`config.mk`:
```
export PLATFORM = sky130hd
export DESIGN_NAME = hazard_stall_unit
export DESIGN_NICKNAME = d
export VERILOG_FILES = /design/src/rtl/hazard_stall_unit.sv
export SDC_FILE = /design/constraint.sdc
export NUM_CORES = 1
export LEC_CHECK = 0
export ABC_CLOCK_PERIOD_IN_PS = 3750
export BUFFER_PORTS_ARGS = -buffer_cell sky130_fd_sc_hd__buf_2
export CAP_MARGIN = 20
export CORE_UTILIZATION = 52
export CTS_CLUSTER_DIAMETER = 120
export CTS_CLUSTER_SIZE = 30
export DETAILED_ROUTE_END_ITERATION = 8
export PLACE_DENSITY = 0.85
export SYNTH_ARGS = -nofsm -noshare
export SYNTH_HDL_FRONTEND = slang
export SYNTH_SLANG_ARGS = --single-unit
```
`constraint.sdc`:
```
create_clock -name clk -period 3.75 [get_ports clk]
set_clock_uncertainty 0.2 [all_clocks]
set_input_delay 0.75 -clock clk [delete_from_list [all_inputs] [get_ports clk]]
set_output_delay 0.75 -clock clk [all_outputs]
set_load 0.1 [all_outputs]
```
`src/rtl/hazard_stall_unit.sv`:
```
// hazard_stall_unit
//
// Load-use and memory-wait hazard controller for the pipelined core. It sits
// beside the ID stage and drives the PC, IF/ID, ID/EX and EX/MEM write
// enables plus the bubble (stall_flush) and IF/ID flush controls.
//
// Optional feature macro: HAZARD_PERF_CNT_EN adds the stall performance
// counters lu_bubble_cnt and mem_freeze_cnt.
//
// Ports
//   clk, rst_n            clock, synchronous active-low reset
//   ex_mem_read, ex_rt    EX-stage load and its destination register
//   id_rs, id_rt, id_op   ID-stage register fields and opcode
//   id_valid              ID holds a real instruction
//   mem_busy              data memory cannot complete this cycle
//   ex_branch_taken       branch resolved taken in EX
//   pc_write_en, ifid_write_en, idex_write_en, exmem_write_en
//                         pipeline register write enables
//   stall_flush           load a bubble into ID/EX
//   ifid_flush            clear IF/ID to a bubble
//   lu_active             FSM is in LU_STALL
//   mem_timeout           sticky memory watchdog flag
//   lu_bubble_cnt, mem_freeze_cnt  (HAZARD_PERF_CNT_EN only) saturating counters
//
// State table
//   RUN      | normal flow; a load-use hazard here inserts the first bubble
//   LU_STALL | remaining load-use bubbles, counted down by cnt

module hazard_stall_unit #(
    parameter int              REG_AW      = 4,
    parameter int              OP_W        = 3,
    parameter int              LU_BUBBLES  = 1,
    parameter logic [OP_W-1:0] OP_NRT_A    = 3'b101,
    parameter logic [OP_W-1:0] OP_NRT_B    = 3'b001,
    parameter int              MEM_TIMEOUT = 255,
    parameter int              CNT_W       = 16
) (
    input  logic              clk,
    input  logic              rst_n,
    input  logic              ex_mem_read,
    input  logic [REG_AW-1:0] ex_rt,
    input  logic [REG_AW-1:0] id_rs,
    input  logic [REG_AW-1:0] id_rt,
    input  logic [OP_W-1:0]   id_op,
    input  logic              id_valid,
    input  logic              mem_busy,
    input  logic              ex_branch_taken,
    output logic              pc_write_en,
    output logic              ifid_write_en,
    output logic              idex_write_en,
    output logic              exmem_write_en,
    output logic              stall_flush,
    output logic              ifid_flush,
    output logic              lu_active,
    output logic              mem_timeout
`ifdef HAZARD_PERF_CNT_EN
    ,
    output logic [CNT_W-1:0]  lu_bubble_cnt,
    output logic [CNT_W-1:0]  mem_freeze_cnt
`endif
);

    localparam int            BUSY_W       = $clog2(MEM_TIMEOUT + 1);
    localparam logic [BUSY_W-1:0] BUSY_LIMIT = BUSY_W'(MEM_TIMEOUT);
    localparam logic [2:0]    LU_CNT_INIT  = 3'(LU_BUBBLES - 1);

    typedef enum logic {
        RUN      = 1'b0,
        LU_STALL = 1'b1
    } stateT;

    stateT             state, stateNext;
    logic [2:0]        cnt, cntNext;
    logic [BUSY_W-1:0] busyCnt, busyCntNext;
    logic              memTimeoutQ;
    logic              hz;
    logic              pcWe, ifidWe, idexWe, exmemWe, sFlush, iFlush;

    // rt is only a source when the ID opcode does not write it.
    always_comb begin
        hz = id_valid & ex_mem_read &
             ((ex_rt == id_rs) |
              ((ex_rt == id_rt) & (id_op != OP_NRT_A) & (id_op != OP_NRT_B)));
    end

    always_comb begin
        stateNext = state;
        cntNext   = cnt;
        pcWe      = 1'b1;
        ifidWe    = 1'b1;
        idexWe    = 1'b1;
        exmemWe   = 1'b1;
        sFlush    = 1'b0;
        iFlush    = 1'b0;

        if (mem_busy) begin
            // Freeze: nothing moves, bubbles are not consumed.
            pcWe    = 1'b0;
            ifidWe  = 1'b0;
            idexWe  = 1'b0;
            exmemWe = 1'b0;
        end else if (ex_branch_taken) begin
            // The dependent instruction is squashed, so any stall is moot.
            iFlush    = 1'b1;
            sFlush    = 1'b1;
            stateNext = RUN;
            cntNext   = 3'd0;
        end else if (state == LU_STALL) begin
            pcWe    = 1'b0;
            ifidWe  = 1'b0;
            sFlush  = 1'b1;
            cntNext = cnt - 3'd1;
            if (cnt == 3'd1) begin
                stateNext = RUN;
            end
        end else if (hz) begin
            pcWe   = 1'b0;
            ifidWe = 1'b0;
            sFlush = 1'b1;
            if (LU_BUBBLES > 1) begin
                stateNext = LU_STALL;
                cntNext   = LU_CNT_INIT;
            end
        end
    end

    always_comb begin
        busyCntNext = '0;
        if (mem_busy) begin
            busyCntNext = (busyCnt == BUSY_LIMIT) ? busyCnt : busyCnt + 1'b1;
        end
    end

    always_ff @(posedge clk) begin
        if (!rst_n) begin
            state       <= RUN;
            cnt         <= 3'd0;
            busyCnt     <= '0;
            memTimeoutQ <= 1'b0;
        end else begin
            state   <= stateNext;
            cnt     <= cntNext;
            busyCnt <= busyCntNext;
            if (busyCntNext == BUSY_LIMIT) begin
                memTimeoutQ <= 1'b1;
            end
        end
    end

    // Reset overrides the controls so the pipeline is free-running in reset.
    assign pc_write_en    = pcWe    | ~rst_n;
    assign ifid_write_en  = ifidWe  | ~rst_n;
    assign idex_write_en  = idexWe  | ~rst_n;
    assign exmem_write_en = exmemWe | ~rst_n;
    assign stall_flush    = sFlush  & rst_n;
    assign ifid_flush     = iFlush  & rst_n;
    assign lu_active      = (state == LU_STALL) & rst_n;
    assign mem_timeout    = memTimeoutQ;

`ifdef HAZARD_PERF_CNT_EN
    logic [CNT_W-1:0] luBubbleQ, memFreezeQ;

    always_ff @(posedge clk) begin
        if (!rst_n) begin
            luBubbleQ  <= '0;
            memFreezeQ <= '0;
        end else begin
            if (sFlush && !ex_branch_taken && !(&luBubbleQ)) begin
                luBubbleQ <= luBubbleQ + 1'b1;
            end
            if (mem_busy && !(&memFreezeQ)) begin
                memFreezeQ <= memFreezeQ + 1'b1;
            end
        end
    end

    assign lu_bubble_cnt  = luBubbleQ;
    assign mem_freeze_cnt = memFreezeQ;
`endif

endmodule

```
==> impl_summary.md, run 1 <==
Route
The number of vias in the routed layout is ~830. For this block, the initial DRC count from the detailed router was 16. For this run, the detailed router's first-pass iteration total came to 4. The remaining routing DRC violations is 0.

Dividing the detail-routed via count by the number of cells gives between 5 and 6. The final antenna-violating net count is 0. After detailed routing, the average wire length per cell comes to 11.65 um.

After detailed routing, the total wire length is between 1.5 and 2 mm.

Yosys
Ranked by total cell area, the synthesized netlist is headed by sky130_fd_sc_hd__dfxtp_1 (31%), sky130_fd_sc_hd__xnor2_1 (7.3%), sky130_fd_sc_hd__nor2_1 (4.9%). The netlist uses 31 different library cells. The number of nets produced by synthesis is 130. The sequential-to-total area share from yosys stat is 31.09%. Yosys printed 0 warnings. The synthesized netlist cell count is ~110. After synthesis the netlist holds a flip-flop and latch count of 13. Summed over its instances, the top area cell type makes up 31.09% of the synthesized netlist area.

The synthesized design spends more area on one cell type than any other, namely sky130_fd_sc_hd__dfxtp_1. The mapped netlist covers 837.1 um2. The average cell area after synthesis is roughly 8 um2.

Timing
After layout, the minimum clock period comes to around 2900 ps. The max-slew violation total from the final report came to 0. Derived from the worst setup path, the maximum achievable clock frequency is roughly 350 MHz. At the pin with the least slew margin, the transition time is 490.9 ps.

The minimum setup slack in the final design is approximately 860 ps. Setup violations remaining at the end of the flow were counted as 0. The final worst-path cycle share is 77.10%. The worst pin sits at a relative slew slack of 67.50%. Setup repair after global routing left no endpoint under its margin. The number of endpoints with negative hold slack in the final report was 0. Summed over all failing endpoints, the final setup total negative slack is 0 ps.

Power
For this design the static power due to leakage is roughly 0.42 nW. The worst-case IR drop observed on VDD is around 0.00015 V. The power density normalized to cell area is about 290 nW/um2.

Die
The die outline area is 1774 um2. During I/O placement, the number of pins put on the boundary was 29. The effective utilization at floorplan is 55.56%. The die extent in y is 42.12 um. The area of the core region is 1506 um2. The cell row count is 14.

Measured along the x axis, the die boundary spans 42.12 um.

Hold path
The startpoint of the lowest-slack hold path is mem_timeout. The min-delay analysis places its worst path in the category reg -> reg.

Worst setup path
The startpoint-to-endpoint class of the critical path is in -> out. The data required time at the worst endpoint is 2800 ps. The worst setup path startpoint is ex_rt[2].

The worst setup path is captured at an output port. The worst setup path is launched from an input pin. The register-to-register path setup slack is 1660 ps. Along the worst path, the maximum fanout reaches 2.

In this run the critical register-to-register path is launched from busyCnt[0]. The critical path arrival is 1940 ps.

Global route
The via count of the first global-routing pass came to 721. The first-pass GRT wire length is 2.849 mm. For this run the aggregate overflow at the end of global routing stands at 0. The combined global-route utilization of all metal layers is 19.89%.

The largest net degree at the start of global routing is 10. The initial antenna violation count is 0.

Clocking
Counting along the longest clock path gives a buffer depth of 2. The cell sitting at the root of the clock tree is a sky130_fd_sc_hd__clkbuf_4. After clock tree synthesis, the clock-pin slew on the worst setup and hold paths is approximately 80 ps. CTS built an H-tree with a depth of 1.

Clock latency on the worst-skew pair, taken at its later pin, is approximately 270 ps. The count of instances resized after the clock tree is built is 0. Buffers added to address setup during post-CTS repair amount to 0.

TritonCTS built the clock tree. For this design, the sink count on the clock tree is 13. In this run, CTS created clock tree buffers numbering 3. The hold buffer count at CTS is 0.

Cells and area
In the final layout, the share of cells above drive strength 1 is 27.48%. The leading cell type in the layout, fill and taps excluded is sky130_fd_sc_hd__buf_2. 0 antenna diodes ended up in the layout.

Relative to the synthesized area, the layout overhead comes to 18.54%. In the layout the commonest cells are sky130_fd_sc_hd__buf_2 (27), sky130_fd_sc_hd__dfxtp_1 (13), sky130_fd_sc_hd__nor2_1 (11). The net count of the finished layout is between 150 and 200.

Placement
The final HPWL from detailed placement is 1.384 mm. The routability-driven placement congestion ratio is 0.8254. In this run the tool buffered the top-level ports with 27 buffer cells. The worst-case setup slack after placement is 851.3 ps.

Run
The reported max-cap violation count is 0.

Status
The run finished with clean final reports.
[cell type report]
class                   instances  area [um2]
fillers                       136       514.2
repair buffers                 27       135.1
flip-flops and latches         13       260.3
inverters                       6       22.52
well taps                      16       20.02
clock buffers                   4       26.28
multi-input cells              81       528.0
[state kept, by name, summed over array words and instances, names as in the netlist]
| name | cells |
|---|---|
| busyCnt | 8 |
| cnt | 3 |
| mem_timeout | 1 |
| state | 1 |
[cells by family after synthesis]
logic type	count (synthesis)	share of synthesized area, %
AND/OR/NAND/NOR	40	24.96
AO/OA/AOI/OAI	25	19.13
flip-flops	13	31.09
buffers and inverters	12	6.277
XOR/XNOR	10	10.46
multiplexers	3	3.588
adder cells (fa/ha/maj)	3	4.485
[critical path: stages]
cell and delay [ps]:
sky130_fd_sc_hd__buf_2 120, sky130_fd_sc_hd__xor2_1 150, sky130_fd_sc_hd__nor3_1 190, sky130_fd_sc_hd__nand4_1 140, sky130_fd_sc_hd__a31oi_1 140, sky130_fd_sc_hd__buf_2 450
[per-stage QoR]
stage,power [mW],hold slack (ps),util (%),instances,area [um2]
floorplan,0.1871,255.6,-,106,840.8
global placement,0.2020,238.1,64.12,143,965.9
detailed placement,0.2035,244.0,64.12,143,965.9
CTS,0.2831,264.8,65.86,147,992.2
global route,0.2942,302.6,65.86,147,992.2
finish,0.2836,257.0,65.86,147,992.2
[path summary, 6_finish.rpt]
| kind | cells past startpoint | to |
|---|---|---|
| setup reg to reg | 5 | mem_timeout |
| setup / recovery | 6 | stall_flush |
| hold reg to reg | 2 | mem_timeout |
| hold / removal | 2 | mem_timeout |
[where the power goes]
group          internal, mW  switching (mW)  total [mW]
Sequential            0.139         0.00172       0.141
Combinational        0.0183          0.0411      0.0594
Clock                0.0411          0.0424      0.0835
Total                 0.198          0.0852       0.284
[layer usage]
metal / global-route usage [%] / part of all wire (%) / routed length, um / up-vias
met2: 36.25 / 50 / 861 / 28
met3: 2.586 / 4.2 / 72 / 0
met5: 0 / 0 / 0 / -
met1: 25.13 / 46 / 780 / 382
met4: 3.750 / 0 / 0 / 0
li1: - / - / - / 421
[synth_stat cells]
cell type / count
sky130_fd_sc_hd__and2_2: 1
sky130_fd_sc_hd__ha_1: 3
sky130_fd_sc_hd__a211oi_1: 3
sky130_fd_sc_hd__nor2_1: 11
sky130_fd_sc_hd__inv_1: 6
sky130_fd_sc_hd__or3_1: 2
sky130_fd_sc_hd__nand2_1: 8
sky130_fd_sc_hd__nand3_1: 4
sky130_fd_sc_hd__a31oi_1: 4
sky130_fd_sc_hd__nand2b_1: 1
sky130_fd_sc_hd__buf_4: 2
sky130_fd_sc_hd__xnor2_1: 7
sky130_fd_sc_hd__a21boi_0: 1
sky130_fd_sc_hd__and4_4: 1
sky130_fd_sc_hd__o21a_1: 1
sky130_fd_sc_hd__xor2_1: 3
sky130_fd_sc_hd__clkbuf_1: 4
sky130_fd_sc_hd__o211ai_1: 1
sky130_fd_sc_hd__a31o_2: 1
sky130_fd_sc_hd__nor2b_1: 1
sky130_fd_sc_hd__dfxtp_1: 13
sky130_fd_sc_hd__nand4_1: 3
sky130_fd_sc_hd__o41ai_2: 1
sky130_fd_sc_hd__nor3_1: 2
sky130_fd_sc_hd__and3_1: 1
sky130_fd_sc_hd__or2b_1: 1
sky130_fd_sc_hd__a21oi_1: 5
sky130_fd_sc_hd__o21ai_0: 8
sky130_fd_sc_hd__nand4_2: 1
sky130_fd_sc_hd__and2_1: 3
sky130_fd_sc_hd__mux2i_1: 3
Note: power is estimated with default switching activity, not from simulation.
==> inputs of run 2 (changes only) <==
==> config.mk (replaced) <==
export PLATFORM = sky130hd
export DESIGN_NAME = hazard_stall_unit
export DESIGN_NICKNAME = d
export VERILOG_FILES = /design/src/rtl/hazard_stall_unit.sv
export SDC_FILE = /design/constraint.sdc
export NUM_CORES = 1
export LEC_CHECK = 0
export ABC_CLOCK_PERIOD_IN_PS = 2990
export BUFFER_PORTS_ARGS = -buffer_cell sky130_fd_sc_hd__buf_2
export CAP_MARGIN = 20
export CORE_UTILIZATION = 48
export CTS_CLUSTER_DIAMETER = 120
export CTS_CLUSTER_SIZE = 30
export DETAILED_ROUTE_END_ITERATION = 8
export PLACE_DENSITY = 0.79
export SYNTH_ARGS = -nofsm -noshare
export SYNTH_HDL_FRONTEND = slang
export SYNTH_SLANG_ARGS = --single-unit
==> constraint.sdc (replaced) <==
create_clock -name clk -period 2.99 [get_ports clk]
set_clock_uncertainty 0.2 [all_clocks]
set_input_delay 0.598 -clock clk [delete_from_list [all_inputs] [get_ports clk]]
set_output_delay 0.598 -clock clk [all_outputs]
set_load 0.1 [all_outputs]
==> impl_summary.md, run 2 (same netlist as run 1, synthesis figures left out) <==
Status
The flow ran to the end, but the final reports show violations. The checks that failed: DRC.

Timing
The minimum setup slack in the final design is 336.4 ps (-522.1 ps). The total of endpoints with negative setup slack in the final report is 0 (unchanged). The final worst-path cycle share is 88.75%. The number of endpoints with negative hold slack in the final report came to 0 (unchanged). The max-slew violation total from the final report is 0 (unchanged). The highest clock frequency the design can meet is 376.9 MHz. The worst slew margin relative to its limit is 67.23% (-0.27 points). The post-layout minimum cycle time is 2654 ps. The worst hold slack across all endpoints is 267.3 ps (+10.26 ps). Setup repair after global routing left no endpoint under its margin.

The actual slew at the worst max-slew pin is 494.9 ps (+4.073 ps). The setup TNS came to 0 ps (unchanged).

Run
The reported max-cap violation count was 0 (unchanged).

Cells and area
The number of antenna diodes is 0 (unchanged). The fraction of final layout cells sized beyond drive strength 1 was 28.24% (+0.76 points). The largest registers in the layout are busyCnt (8), cnt (3). The final standard cell count with taps included and fillers excluded is 147 (unchanged). The register with the most flip-flops in the final layout is busyCnt. The area growth from synthesis to layout is 19.28%. In the layout the commonest cells are sky130_fd_sc_hd__buf_2 (27), sky130_fd_sc_hd__dfxtp_1 (13), sky130_fd_sc_hd__nor2_1 (11).

The area occupied by multi-input gates is 534.3 um2 (+1.2%). The flip-flop count of the largest register after layout is 8 (unchanged). The final-layout fill cell count is 134 (-1.5%). The final standard cell area without fillers was 998.5 um2 (+0.63%).

The net count of the finished layout came to 156 (unchanged). The library cell used most frequently in the layout, excluding fill and tap cells, is sky130_fd_sc_hd__buf_2. The area of all sequential standard cells is 260.3 um2 (unchanged).

Clocking
The clock edge transition at the registers on the reported setup and hold paths is 80 ps (about the same). The root buffer cell is sky130_fd_sc_hd__clkbuf_4. The number of levels in the clock H-tree is 1 (unchanged).

The clock tree buffer depth is 2 (unchanged). The hold buffer count at CTS was 0 (unchanged). The number of post-CTS setup repair buffers is 0 (unchanged). The total clock sinks is 13 (unchanged).

The source-to-sink clock delay at the later pin of the worst-skew pair is 270 ps (about the same). The number of buffers created by CTS is 3 (unchanged). The count of instances resized after the clock tree is built is 0 (unchanged). The TritonCTS clock tree is done.

Power
The power density normalized to cell area was 363.1 nW/um2 (+27%). The proportion of power drawn by combinational gates came to 20.7% (-0.3 points). The internal portion of total power is 0.2492 mW (+26%). The power share of the sequential group is 48.6% (-1.0 points). The switching share of total power is 31.25% (+1.2 points). The net switching power was 0.1133 mW (+33%). The proportion of power drawn by the clock network is 30.7% (+1.3 points).

The static leakage is 0.4193 nW (about the same). The highest ir drop seen on vdd came to 0.0001959 V (+31%).

Die
The area of the core region was 1559 um2 (+3.5%). The die extent in y is 43.76 um (+3.9%). The die outline area is 1915 um2 (+7.9%). The count of boundary I/O pins is 29 (unchanged).

The horizontal die dimension is 43.76 um (+3.9%). The cell row count is 14 (unchanged). The effective utilization at floorplan was 53.69% (-1.9 points).

Placement
The number of input and output port buffers inserted is 27 (unchanged). The total instance count after detailed placement is 143 (unchanged). The worst-case setup slack after placement is 323.1 ps (-528.2 ps).

The final HPWL from detailed placement is 1.369 mm (-1.1%). The routability-driven placement congestion ratio is 0.8086 (-2.0%). The cell area after placement came to 972.2 um2 (+0.65%).

Global route
The first-pass GRT wire length is 3.098 mm (+8.7%). The combined global-route utilization of all metal layers was 21.56% (+1.7 points). The largest net degree at the start of global routing was 10 (unchanged). The global-route congestion overflow total is 0 (unchanged).

The via count of the first global-routing pass is 738 (+2.4%). The initial antenna violation count is 0 (unchanged).

Route
The number of vias in the routed layout was 824 (-0.84%). The sum of met2 wire segment lengths after detailed routing is 857 um (-0.46%). The final antenna-violating net count is 0 (unchanged). The post-detailed-routing wire length was 1.793 mm (+4.7%). The uppermost signal routing layer after detailed routing is met4. The remaining routing DRC violations is 1 (+1). The wire length the detailed router placed on met1 is 820 um (+5.1%). The per-cell routed wire length is 12.20 um (+4.7%). The number of search-and-repair iterations in the first detailed-routing pass is 6 (+2). The ratio of routed vias to standard cells is 5.605 (-0.84%).

The first-iteration detailed-routing DRC count is 12 (-4). The met3 layer wire length in the routed design came to 93 um (+29%).

Worst setup path
Traced cell by cell, the critical path runs through buf_2 > xor2_1 > nor3_1 > nand4_1 > a31oi_1 > o21ai_2 > buf_2. The largest driver fanout on the critical path came to 2 (unchanged). The category of the worst setup path capture point is an output port. The peak per-stage delay on the critical path was 290 ps (-160 ps). The data required time at the worst endpoint is 2190 ps (-610 ps). The critical path arrival is 1860 ps (-80 ps). The type of origin of the critical path is an input pin.

Among all stages on the critical path, the largest delay is contributed by sky130_fd_sc_hd__buf_2. The cell that appears most often on the critical path is sky130_fd_sc_hd__buf_2. The startpoint-to-endpoint class of the critical path is in -> out.

Hold path
The worst hold-check path type is reg -> reg.
[run 2: cell types whose count changed in the layout (fill, tap and decap cells not counted)]
cell,change
sky130_fd_sc_hd__a31oi_2,+1
sky130_fd_sc_hd__a31oi_1,-1
[run 2: stage by stage]
step	power, mW	utilization (%)
finish	0.3625	64.04
CTS	0.3628	64.04
floorplan	0.2352	-
global placement	0.2537	62.36
detailed placement	0.2555	62.36
global route	0.3761	64.04
[run 2: worst paths after layout]
check	end	slack (ps)	cells after the start	from
setup / recovery	pc_write_en	340	7	ex_rt[2]
hold / removal	mem_timeout	270	2	mem_timeout
setup reg to reg	mem_timeout	920	5	busyCnt[0]
hold reg to reg	mem_timeout	270	2	mem_timeout
[run 2: power groups by stage]
stage | Clock, mW | Sequential [mW] | Combinational [mW]
2_1_floorplan | 0 | 0.180 | 0.0553
3_3_place_gp | 0 | 0.180 | 0.0735
3_5_place_dp | 0 | 0.180 | 0.0751
4_1_cts | 0.111 | 0.176 | 0.0754
5_1_grt | 0.119 | 0.177 | 0.0800
6_report | 0.111 | 0.176 | 0.0749
[run 2: critical path: cells and delay by family]
kind | cells | cell delay (ps)
and+or+nand+nor | 2 | 380
buffers and inverters | 2 | 400
AOI/OAI and AO/OA | 2 | 320
xor gates and xnor gates | 1 | 160
[run 2: cell type report]
type / instances / area share (%)
Clock buffer: 4 / 2.632
Inverter: 6 / 2.256
Multi-Input combinational cell: 81 / 53.51
Sequential cell: 13 / 26.07
Tap cell: 16 / 2.005
Timing Repair Buffer: 27 / 13.53
[run 2: layer usage]
metal | GRT usage, % | up-vias
li1 | - | 423
met1 | 25.89 | 362
met2 | 38.21 | 35
met3 | 2.500 | 4
met4 | 9.375 | 0
met5 | 0 | -
